## config.mk

```make
export PLATFORM = sky130hd
export DESIGN_NAME = dffr_pipe_bank
export DESIGN_NICKNAME = d
export VERILOG_FILES = /design/src/rtl/dffr_pipe_bank.sv
export SDC_FILE = /design/constraint.sdc
export NUM_CORES = 1
export LEC_CHECK = 0
export CORE_ASPECT_RATIO = 0.9
export CORE_MARGIN = 3
export CORE_UTILIZATION = 35
export CTS_CLUSTER_SIZE = 24
export DETAILED_ROUTE_END_ITERATION = 16
export MAX_ROUTING_LAYER = met4
export PLACE_DENSITY = 0.65
export SYNTH_ARGS = -nofsm -noshare
export SYNTH_HDL_FRONTEND = slang
export SYNTH_SLANG_ARGS = --single-unit
```

## constraint.sdc

```tcl
create_clock -name CLK -period 3.5 [get_ports CLK]
set_input_delay 0.35 -clock CLK [delete_from_list [all_inputs] [get_ports CLK]]
set_output_delay 0.35 -clock CLK [all_outputs]
set_load 0.1 [all_outputs]
```

## src/rtl/dffr_pipe_bank.sv

```systemverilog
// dffr_pipe_bank: WIDTH-bit, DEPTH-stage resettable register pipeline.
// Each stage carries a data word and a valid bit. The bank supports stall
// (E=0), flush of all valids, and a full serial scan chain through every
// data bit. Edge priority is R > SE > FLUSH > E > hold. Every output is
// taken from a register, so there is no path from an input to an output.
module dffr_pipe_bank #(
   parameter int               WIDTH     = 8,
   parameter int               DEPTH     = 4,
   parameter logic [WIDTH-1:0] RESET_VAL = '0
) (
   input  logic                             CLK,
   input  logic                             R,
   input  logic                             E,
   input  logic [WIDTH-1:0]                 D,
   input  logic                             DV,
   input  logic                             FLUSH,
   input  logic                             SE,
   input  logic                             SI,
   output logic [WIDTH-1:0]                 Q,
   output logic                             QV,
   output logic [$clog2(DEPTH+1)-1:0]       OCC,
   output logic                             SO
);

   localparam int OCC_W = $clog2(DEPTH + 1);
   localparam int TOTAL = DEPTH * WIDTH;

   logic [WIDTH-1:0] data [DEPTH];
   logic [DEPTH-1:0] v;

   // Scan chain view of the data registers: stage 0 bit 0 is the LSB,
   // the last stage's MSB is the bit that leaves on SO.
   logic [TOTAL-1:0] chain;
   logic [TOTAL-1:0] chain_shift;

   // Pack the stage registers into one flat scan vector.
   always_comb begin
      // NOTE: every variable driven here gets a full default first so no latch can be inferred.
      chain = '0;
      for (int i = 0; i < DEPTH; i++) begin
         chain[i*WIDTH +: WIDTH] = data[i];
      end
   end

   // One scan shift: SI enters at bit 0 and the old top bit falls off.
   assign chain_shift = TOTAL'({chain, SI});

   // Data and valid state update with R > SE > FLUSH > E priority.
   always_ff @(posedge CLK) begin
      // NOTE: sequential state uses non-blocking assignments so every stage samples its neighbour's pre-edge value.
      if (R) begin
         // NOTE: the data array is reset on purpose: RESET_VAL is architecturally visible on Q and SO.
         for (int i = 0; i < DEPTH; i++) begin
            data[i] <= RESET_VAL;
         end
         v <= '0;
      end else if (SE) begin
         // Scan mode shifts data only; valids are frozen.
         for (int i = 0; i < DEPTH; i++) begin
            data[i] <= chain_shift[i*WIDTH +: WIDTH];
         end
      end else begin
         // Data advances on E even while a flush clears the valids.
         if (E) begin
            data[0] <= D;
            for (int i = 1; i < DEPTH; i++) begin
               data[i] <= data[i-1];
            end
         end
         if (FLUSH) begin
            v <= '0;
         end else if (E) begin
            v[0] <= DV;
            for (int i = 1; i < DEPTH; i++) begin
               v[i] <= v[i-1];
            end
         end
      end
   end

   // Occupancy is the number of set valid bits, 0..DEPTH.
   always_comb begin
      OCC = '0;
      for (int i = 0; i < DEPTH; i++) begin
         OCC = OCC + OCC_W'(v[i]);
      end
   end

   assign Q  = data[DEPTH-1];
   assign QV = v[DEPTH-1];
   assign SO = chain[TOTAL-1];

endmodule

```

==> impl_metrics.json, run 1 <==
{
  "rsz0062_at_grt": "no",
  "syn_avg_cell_area_um2": 10.6,
  "final_hold_viol_count": 0,
  "synth.distinct_cells": 18,
  "seqPwrFrac_pct": 54.7,
  "worst_pin_slew_ps": 962,
  "grt_pass1_wl_mm": 5.20,
  "via_per_inst": 4.80,
  "ios": 28,
  "port_buffers": 27,
  "netlist_area_um2": 1870,
  "ctsHtreeMaxLevel": 2,
  "first_pass_iters": 4,
  "holdBufCountCts": 0,
  "fin_cells": 257,
  "critPathArrivalTime_ps": 1960,
  "grt_overflow": 0,
  "dp_hpwl_mm": 1.98,
  "fin_crit_sh_pct": 66.0,
  "antenna_cells": 0,
  "initial_core_util_pct": 37.3,
  "cts_resized": 0,
  "relSlewSlack_pct": 35.7,
  "die_area_um2": 6260,
  "cts_tree": "done",
  "cts_setup_buffers": 0,
  "track_usage_pct": 10.9,
  "globalplace.congestion": 0.718,
  "wl_met2_mm": 1.34,
  "area_growth_pct": 16.2,
  "clockBufferDepth": 2,
  "fin_setup_tns_ps": 0,
  "endpoint_kind": "primary output",
  "postSynthCellCount": 177,
  "num_rows": 24,
  "preCtsSetupSlack_ps": 1260,
  "clkLatencyLatePin_ps": 280,
  "crit_fanout": 2,
  "clkSinkCount": 36,
  "pwr-share-clk_pct": 30.0,
  "final.setup.worst_slack_ps": 1190,
  "finalCriticalPeriod_ps": 2310,
  "top_layer_used": "met4",
  "setup_violations": 0,
  "required_ps": 3150,
  "fp.dieW_um": 83.1,
  "coreArea_um2": 5010,
  "power.switching_uw": 250,
  "finalPower_uw": 931,
  "skew_ps": 4.10,
  "start_kind": "flop",
  "final_cell_mix": "nand2_1, nand3b_1, a21oi_1, edfxtp_1, clkdlybuf4s50_1",
  "switching_share_pct": 26.8,
  "min_path_cells": 2,
  "wl_met1_mm": 1.48,
  "p_leak_nw": 0.743,
  "maxCapViolations": 0,
  "wl_met3_um": 147,
  "drtIter0Drc": 84,
  "outcome": "finished clean",
  "p_comb_share_pct": 15.3,
  "vias": 1234,
  "ir_drop_mv": 0.224,
  "syn-num-nets": 195,
  "slew_violations": 0,
  "slowest_stage": "fa_1",
  "yosysWarnings": 0,
  "clockRootBuffer": "clkbuf_8",
  "ys_seq_area_share_pct": 55.7,
  "dpl.cell_count": 249,
  "fmax_ghz": 0.433,
  "hp-class": "flop to flop",
  "max_stage_delay_ps": 530,
  "die_h_um": 75.4,
  "synth_seq_cells": 36,
  "cts_buffers": 5,
  "p_per_area_nw_per_um2": 428,
  "internal_power_uw": 681,
  "reg2reg_depth": 2,
  "routed_wl_mm": 3.02,
  "grt_max_degree": 71,
  "wl_per_cell_um": 11.7,
  "fin_nets": 209,
  "antenna_found_initial": 0,
  "drive_gt1_share_pct": 7.81,
  "clk_pin_slew_ps": 70,
  "ant_nets": 0,
  "worstSetupPathType": "flop to primary output",
  "grt_pass1_vias": 1195,
  "crit_chain": "inv_1 -> fa_1 -> inv_1 -> ha_1 -> ha_1 -> buf_4",
  "route.detailed.drc": 0
}
## metrics by stage
stage,instance area [um2],util (%),hold WS (ps)
2_1_floorplan,1870,-,482
3_3_place_gp,2090,41.7,512
3_5_place_dp,2090,41.7,504
4_1_cts,2170,43.3,520
5_1_grt,2170,43.3,551
6_report,2170,43.3,519
## critical path, delay by kind of cell, from the launching register on
family | cells | cell delay (ps)
fa+ha+maj | 3 | 970
buf+inv | 3 | 390
flops | 1 | 320
## final timing paths
path                              from  slack [ps]                       end
setup / recovery     v[3]$_SDFFE_PP0P_        1190                    OCC[1]
hold / removal       v[1]$_SDFFE_PP0P_         520         v[1]$_SDFFE_PP0P_
setup reg to reg  data[0][1]$_DFFE_PP_        2620  data[1][1]$_SDFFCE_PP0P_
hold reg to reg      v[1]$_SDFFE_PP0P_         520         v[1]$_SDFFE_PP0P_
## cells in the mapped netlist, drive strengths merged
master,count,share of area [%]
edfxtp,32,51
dfxtp,4,4.3
inv,6,1.2
ha,2,1.3
o32ai,2,1.3
nand2b,3,1.0
o21ba,1,0.54
clkbuf,3,0.60
o22ai,2,0.67
nand2,32,6.4
buf,20,6.8
or3,4,1.3
a21oi,32,8.6
or3b,1,0.60
fa,1,1.1
nand3b,32,13
## registers in the layout (all words and copies together), names as in the netlist
| register | flops |
|---|---|
| v | 4 |
| data | 32 |
## metal layers
| metal | GRT usage, % | vias to the layer above |
|---|---|---|
| met4 | 5.44 | 0 |
| met1 | 12.1 | 557 |
| met3 | 3.24 | 5 |
| met5 | - | - |
| met2 | 18.2 | 27 |
| li1 | - | 645 |
## cell type report
cell class              instances  area, um2
clock buffers                   7       76.3
clock inverters                 1       3.75
fillers                       496       2840
inverters                       6       22.5
multi-input cells             112        668
flip-flops and latches         36       1040
well taps                      65       81.3
repair buffers                 30        280
## logic make-up (layout without fill, tap and decap cells)
logic type	after synthesis	count (layout)	synth area share, %
AOI/OAI and AO/OA	37	37	11.1
buffers and inverters	29	44	8.63
DFF	36	36	55.7
and+or+nand+nor	72	72	22.2
adders and majority gates	3	3	2.41
## power groups by stage
| stage | registers (mW) | logic, mW | clock network (mW) |
|---|---|---|---|
| finish | 0.509 | 0.142 | 0.280 |
| global route | 0.513 | 0.153 | 0.305 |
| CTS | 0.510 | 0.143 | 0.286 |
| detailed placement | 0.519 | 0.143 | 0 |
| global placement | 0.518 | 0.143 | 0 |
| floorplan | 0.520 | 0.111 | 0 |
No activity file was read; power rests on OpenSTA's default activity.
==> run 2: changes to the inputs <==
- PLACE_DENSITY: 0.65 -> 0.67
- clock period: 3.5 -> 1.9 ns (I/O delays scaled with it)
==> run 2 against run 1 <==
Net effect:
- the flow now finishes with violations (setup timing)
- sequential share of layout area fell by 1.5 points
- cell count is 0.78% higher
- critical path depth is the same
- combinational power rose by 90%
- worst setup slack worse by 1300 ps
- sequential cell count did not move
- first-iteration DRC count decreased by 13%
- non-clock buffer count grew 2
- total power grew 85%
- clock skew up 3.4 ps
- die area did not move
- clock-buffer cell count unchanged
- highest routed layer unchanged
==> impl_metrics.json, run 2 (synthesis results as in run 1) <==
{
  "outcome": "complete, but fails checks",
  "violations": "setup timing",
  "stdcell_area_um2": 2260,
  "p_per_area_nw_per_um2": 763,
  "fp.dieW_um": 83.1,
  "slew_violations": 0,
  "holdPathEnd": "data[1][7]$_SDFFCE_PP0P_",
  "cts_buffers": 5,
  "first_pass_iters": 4,
  "num_rows": 24,
  "clockBufferDepth": 2,
  "cts_resized": 2,
  "die_h_um": 75.4,
  "worstHoldStart": "SE",
  "antenna_cells": 0,
  "via_per_inst": 4.76,
  "route.detailed.drc": 0,
  "worst_pin_slew_ps": 326,
  "antenna_found_initial": 0,
  "reg2reg_depth": 2,
  "holdBufCountCts": 0,
  "endpoint_kind": "primary output",
  "ctsHtreeMaxLevel": 2,
  "fmax_ghz": 0.497,
  "vias": 1234,
  "grt_overflow": 0,
  "final_hold_viol_count": 0,
  "largest_reg_flops": 32,
  "crit_chain": "inv_2 -> fa_1 -> inv_2 -> ha_4 -> ha_4 -> buf_12",
  "preCtsSetupSlack_ps": 175,
  "fillerInstances": 480,
  "finalCriticalPeriod_ps": 2010,
  "placed_area_um2": 2170,
  "regMostFlops": "data",
  "clkSinkCount": 36,
  "ant_nets": 0,
  "worstSetupPathType": "flop to primary output",
  "largestRegisters": "data x32, v x4",
  "required_ps": 1710,
  "start_kind": "flop",
  "cts_setup_buffers": 0,
  "drtIter0Drc": 73,
  "rsz0062_at_grt": "yes",
  "routed_wl_mm": 3.08,
  "postLayoutCoreUtil_pct": 45.0,
  "clk_pin_slew_ps": 70,
  "max_stage_delay_ps": 540,
  "grt_pass1_wl_mm": 5.29,
  "initial_core_util_pct": 37.3,
  "maxCapViolations": 0,
  "crit_fanout": 2,
  "port_buffers": 27,
  "grt_pass1_vias": 1229,
  "hp-class": "input pin to flop",
  "track_usage_pct": 11.0,
  "fin_nets": 211,
  "slowest_stage": "fa_1",
  "critPathArrivalTime_ps": 1820,
  "finalPower_mw": 1.72,
  "final.setup.worst_slack_ps": -114,
  "drive_gt1_share_pct": 17.5,
  "grt_max_degree": 39,
  "coreArea_um2": 5010,
  "cts_tree": "done",
  "relSlewSlack_pct": 78.3,
  "fin_crit_sh_pct": 106,
  "setup_violations": 2,
  "min_path_cells": 3,
  "p_leak_nw": 0.782,
  "area_growth_pct": 20.6,
  "wl_per_cell_um": 11.9,
  "final_cell_mix": "nand2_1, nand3b_1, a21oi_1, edfxtp_1",
  "clockRootBuffer": "clkbuf_8",
  "reg2reg_to": "data[1][2]$_SDFFCE_PP0P_",
  "die_area_um2": 6260,
  "dp_hpwl_mm": 2.08,
  "globalplace.congestion": 0.702,
  "hold_ws_ps": 426,
  "r2r_start": "data[0][2]$_DFFE_PP_",
  "ios": 28,
  "r2r_slack_ps": 1070,
  "clkLatencyLatePin_ps": 290,
  "ir_drop_mv": 0.414,
  "skew_ps": 7.47
}
run 2: stage by stage:
step / TNS [ps] / cells
after global routing: -265 / 259
after floorplan: 0 / 177
after CTS: -146 / 259
after global placement: 0 / 251
after detailed placement: 0 / 251
final: -117 / 259
run 2: how the worst max path moves through the flow:
stage,from,end,slack [ps],cells after the start
finish,v[1]$_SDFFE_PP0P_,OCC[1],-110,6
CTS,v[1]$_SDFFE_PP0P_,OCC[1],-130,6
floorplan,v[3]$_SDFFE_PP0P_,OCC[1],3,5
global placement,v[1]$_SDFFE_PP0P_,OCC[1],180,6
detailed placement,v[1]$_SDFFE_PP0P_,OCC[1],170,6
global route,v[1]$_SDFFE_PP0P_,OCC[1],-180,6
run 2: layout make-up:
class / count / area [um2] / share of cell area, %
flip-flops and latches: 36 / 1050 / 46.4
inverters: 6 / 22.5 / 0.998
clock inverters: 1 / 3.75 / 0.166
clock buffers: 7 / 76.3 / 3.38
repair buffers: 32 / 333 / 14.8
well taps: 65 / 81.3 / 3.61
multi-input cells: 112 / 693 / 30.7
run 2: layer usage:
metal | global-route usage [%] | vias up | share of wire (%)
met1 | 13.1 | 545 | 49
met5 | - | - | 0
met2 | 17.0 | 32 | 44
li1 | - | 652 | -
met4 | 5.44 | 0 | 2.1
met3 | 3.89 | 5 | 5.5
run 2: worst max-delay path: cells and delay by family, from the launching register on:
family / cells / cell delay (ps)
buffers and inverters: 3 / 240
adder cells (fa/ha/maj): 3 / 950
flip-flops: 1 / 340
run 2: power by group:
group | total (mW) | internal [mW] | switching [mW] | leakage [nW]
Clock | 0.512 | 0.255 | 0.257 | 0.0399
Combinational | 0.270 | 0.0921 | 0.178 | 0.338
Sequential | 0.938 | 0.912 | 0.0256 | 0.403
Total | 1.72 | 1.26 | 0.461 | 0.782
